==> src/rtl/defuzz_divider.sv <==
// Sequential defuzzifier: du = S_wg / S_w in Q1.15 via a one-bit-per-clock restoring divider.
// Optional build macro DEFUZZ_ROUND_EN adds a half bit and rounds half up instead of truncating.
`timescale 1ns/1ps

module defuzz_divider #(
    parameter int             W        = 16,
    parameter int             FRAC     = 15,
    parameter logic [W-1:0]   ZERO_OUT = 16'd0
) (
    input  logic         clk,
    input  logic         rst_n,
    input  logic         in_valid,
    output logic         in_ready,
    input  logic [W-1:0] S_w,
    input  logic [W-1:0] S_wg,
    output logic         out_valid,
    input  logic         out_ready,
    output logic [W-1:0] du,
    output logic         div_zero,
    output logic         sat,
    output logic         busy
);

    // Handshake: a transfer happens on a rising edge where valid && ready are both high;
    // once valid is raised, the producer holds it and its data stable until that edge.

`ifdef DEFUZZ_ROUND_EN
    localparam int ITERS = FRAC + 1;
`else
    localparam int ITERS = FRAC;
`endif
    localparam int           CNT_W = $clog2(ITERS + 1);
    localparam logic [W-1:0] MAXV  = {1'b0, {(W-1){1'b1}}};

    typedef enum logic [1:0] {
        IDLE = 2'd0,
        CALC = 2'd1,
        DONE = 2'd2
    } state_t;

    state_t           r_state;
    state_t           w_state_next;
    logic [W-1:0]     r_sw;
    logic [W:0]       r_rem;
    logic [W-1:0]     r_q;
    logic [CNT_W-1:0] r_cnt;
    logic [W-1:0]     r_du;
    logic             r_div_zero;
    logic             r_sat;

    logic [W-1:0]     w_sw_c;
    logic [W-1:0]     w_swg_c;
    logic             w_accept;
    logic             w_zero;
    logic             w_over;
    logic             w_last;
    logic [W:0]       w_rem2;
    logic [W:0]       w_rem_sub;
    logic             w_bit;
    logic [W-1:0]     w_q_next;

    // Negative-looking operands are out of the nominal range; treat them as full scale.
    assign w_sw_c   = S_w[W-1]  ? MAXV : S_w;
    assign w_swg_c  = S_wg[W-1] ? MAXV : S_wg;
    assign w_accept = in_valid && (r_state == IDLE);
    assign w_zero   = (w_sw_c == '0);
    assign w_over   = (w_swg_c >= w_sw_c);
    assign w_last   = (r_cnt == CNT_W'(ITERS - 1));

    // rem < S_w < 2^(W-1), so the doubled remainder always fits in W+1 bits.
    assign w_rem2    = r_rem << 1;
    assign w_rem_sub = w_rem2 - {1'b0, r_sw};
    assign w_bit     = (w_rem2 >= {1'b0, r_sw});
    assign w_q_next  = (r_q << 1) | {{(W-1){1'b0}}, w_bit};

`ifdef DEFUZZ_ROUND_EN
    logic [W-1:0] w_sum;
    assign w_sum = {1'b0, w_q_next[W-1:1]} + {{(W-1){1'b0}}, w_q_next[0]};
`endif

    always_ff @(posedge clk or negedge rst_n) begin
        if (!rst_n) begin
            r_state <= IDLE;
        end else begin
            r_state <= w_state_next;
        end
    end

    always_comb begin
        w_state_next = r_state;
        case (r_state)
            IDLE: begin
                if (w_accept) begin
                    w_state_next = (w_zero || w_over) ? DONE : CALC;
                end
            end
            CALC: begin
                if (w_last) begin
                    w_state_next = DONE;
                end
            end
            DONE: begin
                if (out_ready) begin
                    w_state_next = IDLE;
                end
            end
            default: w_state_next = IDLE;
        endcase
    end

    always_ff @(posedge clk or negedge rst_n) begin
        if (!rst_n) begin
            r_sw       <= '0;
            r_rem      <= '0;
            r_q        <= '0;
            r_cnt      <= '0;
            r_du       <= '0;
            r_div_zero <= 1'b0;
            r_sat      <= 1'b0;
        end else begin
            case (r_state)
                IDLE: begin
                    if (w_accept) begin
                        r_sw  <= w_sw_c;
                        r_rem <= {1'b0, w_swg_c};
                        r_q   <= '0;
                        r_cnt <= '0;
                        if (w_zero) begin
                            r_du       <= ZERO_OUT;
                            r_div_zero <= 1'b1;
                            r_sat      <= 1'b0;
                        end else if (w_over) begin
                            r_du       <= MAXV;
                            r_div_zero <= 1'b0;
                            r_sat      <= 1'b1;
                        end
                    end
                end
                CALC: begin
                    r_rem <= w_bit ? w_rem_sub : w_rem2;
                    r_q   <= w_q_next;
                    r_cnt <= r_cnt + 1'b1;
                    if (w_last) begin
                        r_div_zero <= 1'b0;
`ifdef DEFUZZ_ROUND_EN
                        // Rounding up from 32767.5 would overflow Q1.15; clamp instead.
                        r_du  <= w_sum[W-1] ? MAXV : w_sum;
                        r_sat <= w_sum[W-1];
`else
                        r_du  <= w_q_next & MAXV;
                        r_sat <= 1'b0;
`endif
                    end
                end
                default: ;
            endcase
        end
    end

    assign in_ready  = (r_state == IDLE);
    assign out_valid = (r_state == DONE);
    assign busy      = (r_state != IDLE);
    assign du        = r_du;
    assign div_zero  = r_div_zero;
    assign sat       = r_sat;

endmodule
==> config.mk <==
export PLATFORM = sky130hd
export DESIGN_NAME = defuzz_divider
export DESIGN_NICKNAME = d
export VERILOG_FILES = /design/src/rtl/defuzz_divider.sv
export SDC_FILE = /design/constraint.sdc
export NUM_CORES = 1
export LEC_CHECK = 0
export CAP_MARGIN = 20
export CELL_PAD_IN_SITES_DETAIL_PLACEMENT = 1
export CELL_PAD_IN_SITES_GLOBAL_PLACEMENT = 1
export CORE_ASPECT_RATIO = 0.5
export CORE_MARGIN = 3
export CORE_UTILIZATION = 37
export CTS_CLUSTER_DIAMETER = 80
export DETAILED_ROUTE_END_ITERATION = 10
export GPL_TIMING_DRIVEN = 0
export PLACE_DENSITY_LB_ADDON = 0.1
export SYNTH_ARGS = -nofsm -noshare
export SYNTH_HDL_FRONTEND = slang
export SYNTH_SLANG_ARGS = --single-unit
export TNS_END_PERCENT = 50
==> constraint.sdc <==
create_clock -name clk -period 3.06 [get_ports clk]
set_clock_uncertainty 0.15 [all_clocks]
set_input_delay 0.612 -clock clk [delete_from_list [all_inputs] [get_ports clk]]
set_output_delay 0.612 -clock clk [all_outputs]
set_load 0.02 [all_outputs]
==> qor.log <==
INFO  yosys          synthDistinctLibCells=49
INFO  global_route   globalRouteOverflowTotal=0
INFO  sta            relSlewSlack=55.2%
INFO  flow_run       cap_viol_max_count=0
INFO  worst_setup_path regToRegSetupSlack=0.20ns
INFO  yosys          postSynthAreaPerCell=8.49um2
INFO  worst_setup_path worst_setup_end_kind=flop
INFO  global_route   number_of_global_route_vias_before_repair=4047
INFO  worst_setup_path crit_path_max_incr_delay=0.41ns
INFO  layout         nNetsFinal=639
INFO  outcome        status=complete, no violations
INFO  clocking       clock_transition_at_the_register_clock_pins_on_the_worst_setup_and_hold_paths_after_cts=0.06ns
INFO  detailed_routing routed_wire_length_per_instance=17.7um
INFO  yosys          post_synth_xor_area_fraction=2.90%
INFO  worst_setup_path critical_path.max_fanout=8
INFO  yosys          postSynthCellCount=498
INFO  sta            post-route-min-period=2.98ns
INFO  clocking       cts_htree_levels=3
INFO  power          power.static_leakage=2.44nW
INFO  clocking       insertion_delay=0.33ns
INFO  worst_setup_path critical_path.slowest_cell=sky130_fd_sc_hd__clkdlybuf4s50_1
INFO  placed_design  dp_slack=-1.06ns
INFO  yosys          asyncSetResetFlopFracSynth=100%
INFO  yosys          share_of_synthesized_cell_area_in_and_or_nand_and_nor_gates=20.2%
INFO  floorplan      die_w=157um
INFO  layout         area_growth_syn_to_layout=28.5%
INFO  global_route   globalRouteTotalUtil=20.7%
INFO  yosys          main_combinational_cell_family_by_area_after_synthesis=simple AND/OR/NAND/NOR gates
INFO  floorplan      start_util=39.6%
INFO  yosys          synthesis.yosys.warnings=0
INFO  worst_setup_path setup.worst_path.start_class=input pin
INFO  clocking       clock_buffer_count_from_cts=9
INFO  worst_setup_path regToRegStartpoint=r_sw[1]$_DFFE_PN0P_
INFO  power          total_switching_power=3.08mW
INFO  yosys          synth-edff-count=0
INFO  yosys          seq_area_frac_synth=40.2%
INFO  min_path       worst_hold_path_type=flop to flop
INFO  worst_setup_path worst-setup-path-type=input pin to flop
INFO  sta            report.final.setup_viol=0
INFO  sta            timing.final.hold_violations=0
INFO  detailed_routing detail_route.wirelength=12600um
INFO  detailed_routing routed-via-count=3819
INFO  yosys          synth.mux.area_fraction=2.75%
INFO  detailed_routing remaining_routing_drc_violations=0
INFO  sta            max_freq=0.336GHz
INFO  placed_design  numPortBuffers=55
INFO  floorplan      die-area=12800um2
INFO  detailed_routing vias_per_cell=5.35
INFO  floorplan      num_io_pins=57
INFO  power          comb_power_share=59.0%
INFO  power          internal_power_of_the_cells=3.92mW
INFO  yosys          synth_adder_area_share=9.94%
INFO  power          power.switching_fraction=44.0%
INFO  worst_setup_path data_arrival_time_at_the_worst_slack_endpoint=3.03ns
INFO  sta            fin_crit_sh=97.2%
INFO  global_route   grt_max_degree=51
INFO  yosys          synth.cell_area=4230um2
INFO  worst_setup_path path_buf_inv=3
INFO  min_path       hold_depth=2
INFO  layout         antenna-diode-count=0
INFO  detailed_routing initialDrtViolationCount=162
INFO  placed_design  place_congestion=0.804
INFO  clocking       cts_tree=done
INFO  clocking       cts.root.buffer_cell=sky130_fd_sc_hd__clkbuf_16
INFO  worst_setup_path critical_path_required=3.12ns
INFO  power          max-vdd-ir-drop=0.414mV
INFO  clocking       clk_path_buf_depth=2
INFO  sta            final.setup.tns=0ns
INFO  worst_setup_path cp_cell_sequence=clkdlybuf4s50_1 > or2_2 > ha_1 > nand2b_1 > a211o_1 > a21oi_2 > nor3_4 > o31ai_2 > buf_6 > clkbuf_16 > o21ai_0
INFO  power          clockPowerShare=17.2%
INFO  global_route   grt_first_pass_wirelength=20600um
INFO  yosys          synth_fp_nets=567
INFO  layout         drive_above_1_share=9.76%
INFO  detailed_routing drtPass1Iterations=4
INFO  min_path       timing.hold.worst_endpoint=du[8]$_DFFE_PN0P_
INFO  power          power_frac_seq=23.8%
INFO  placed_design  hpwl=9520um
INFO  yosys          number_of_synthesized_register_bits=68
INFO  detailed_routing antenna_violating_nets_post_route=0
INFO  layout         final_core_utilization=50.9%
INFO  worst_setup_path critPathTopFamily=compound AO/OA/AOI/OAI gates
INFO  clocking       clock-sinks=68
INFO  floorplan      row_count=26
INFO  worst_setup_path r2r-end=r_rem[10]$_DFFE_PN0P_
INFO  sta            worst_slew_pin_slew=0.672ns
INFO  floorplan      core_region_area=10700um2
INFO  yosys          synth_compound_area_share=19.3%
INFO  floorplan      die_h=81.6um
INFO  sta            drv_slew=0
INFO  sta            setup_ws=0.0846ns
INFO  yosys          synth_flop_cell=sky130_fd_sc_hd__dfrtp_1
INFO  global_route   antenna_found_initial=0
INFO  power          pwr_density_cell=1290nW/um2
INFO  min_path       holdCritStartpoint=du[8]$_DFFE_PN0P_
INFO  worst_setup_path worst_r2r_path_depth=11
-- through the flow --
step	total power [mW]	instances	cell area, um2	hold slack [ns]
6_report	7.00	714	5430	0.323
3_5_place_dp	5.70	694	4980	0.319
5_1_grt	7.63	714	5430	0.350
2_1_floorplan	4.50	498	4230	0.166
3_3_place_gp	5.61	693	4950	0.313
4_1_cts	6.97	711	5350	0.333
-- Yosys cell counts, drive strengths merged (2+ instances only) --
cell type	n	area [um2]
or2	15	93.8
a31oi	6	37.5
mux2i	9	90.1
o22ai	2	12.5
buf	6	43.8
ha	32	400
a21o	7	52.6
nand3	11	55.1
and3	2	12.5
a211oi	3	22.5
nand2	87	327
o211ai	10	75.1
clkbuf	21	80.1
o221ai	2	17.5
xnor2	9	78.8
dfrtp	68	1700
mux2	2	26.3
nor2	34	128
o21ai	74	374
a21oi	21	109
xor2	5	43.8
nor4	5	31.3
nand4	9	56.3
inv	19	71.3
nand2b	10	62.6
o32a	2	20.0
nor2b	5	31.3
a211o	2	17.5
o21a	3	22.5
nor3	6	30.0
-- worst max-delay path by stage --
stage | from | end | cells after the start
after floorplan | S_wg[15] | du[14]$_DFFE_PN0P_ | 9
after global routing | S_w[0] | du[1]$_DFFE_PN0P_ | 12
final | S_w[0] | du[5]$_DFFE_PN0P_ | 11
after CTS | S_wg[15] | du[2]$_DFFE_PN0P_ | 12
after detailed placement | S_wg[15] | du[2]$_DFFE_PN0P_ | 11
after global placement | rst_n | r_rem[1]$_DFFE_PN0P_ | 1
-- layout make-up --
class / count / area, um2
fill: 1249 / 5240
clock inverter: 6 / 113
tap: 140 / 175
clock buffer: 9 / 225
sequential: 68 / 1700
multi-input combinational: 384 / 2360
buffer: 27 / 153
timing repair buffer: 61 / 634
inverter: 19 / 71.3
-- power groups by stage --
stage | Combinational [mW] | Sequential, mW | Clock, mW
floorplan | 2.77 | 1.73 | 0
global placement | 3.94 | 1.66 | 0
detailed placement | 4.02 | 1.68 | 0
CTS | 4.08 | 1.67 | 1.22
global route | 4.63 | 1.73 | 1.26
finish | 4.13 | 1.67 | 1.20
-- registers in the layout (all words and copies together) (netlist names) --
| register | count |
|---|---|
| r_state | 2 |
| r_q | 14 |
| r_rem | 16 |
| du | 15 |
| div_zero | 1 |
| r_cnt | 4 |
| sat | 1 |
| r_sw | 15 |
-- metal layers --
metal | GRT usage [%] | up-vias | wire length, um
met3 | 4.37 | 4 | 427
met5 | 0 | - | 0
li1 | - | 1879 | -
met1 | 27.6 | 1881 | 6280
met2 | 35.0 | 55 | 5860
met4 | 4.59 | 0 | 76
-- placed cells by master, fill, tap and decap left out, types with 11 or more instances in the layout --
cell type	Yosys	layout
sky130_fd_sc_hd__or2_2	15	15
sky130_fd_sc_hd__o21ai_0	70	70
sky130_fd_sc_hd__ha_1	32	32
sky130_fd_sc_hd__nand2_1	87	87
sky130_fd_sc_hd__nor2_1	34	33
sky130_fd_sc_hd__inv_1	19	19
sky130_fd_sc_hd__a21oi_1	20	19
sky130_fd_sc_hd__clkdlybuf4s50_1	0	52
sky130_fd_sc_hd__clkbuf_1	20	17
sky130_fd_sc_hd__nand3_1	11	11
sky130_fd_sc_hd__dfrtp_1	68	68
-- logic make-up (layout without fill, tap and decap cells) --
kind of cell / Yosys count / after routing
AO/OA/AOI/OAI: 138 / 138
flip-flops: 68 / 68
other: 1 / 1
multiplexers: 11 / 11
buffers and inverters: 46 / 122
AND/OR/NAND/NOR: 187 / 187
XOR/XNOR: 14 / 14
adder cells (fa/ha/maj): 33 / 33
-- tightest hold or removal path: stages, from the launching register on --
cell	delay, ns
sky130_fd_sc_hd__dfrtp_1	0.34
sky130_fd_sc_hd__nand2_1	0.04
sky130_fd_sc_hd__o21ai_0	0.05
-- timing repair --
action,4_1_cts,5_1_grt
setup endpoints to repair,19,16
gates resized for setup,9,19
hold buffers,1,0
hold endpoints to repair,7,0
setup buffers,1,0
pin swaps,2,2
gates cloned,0,3
(Power assumes the default switching activity.)
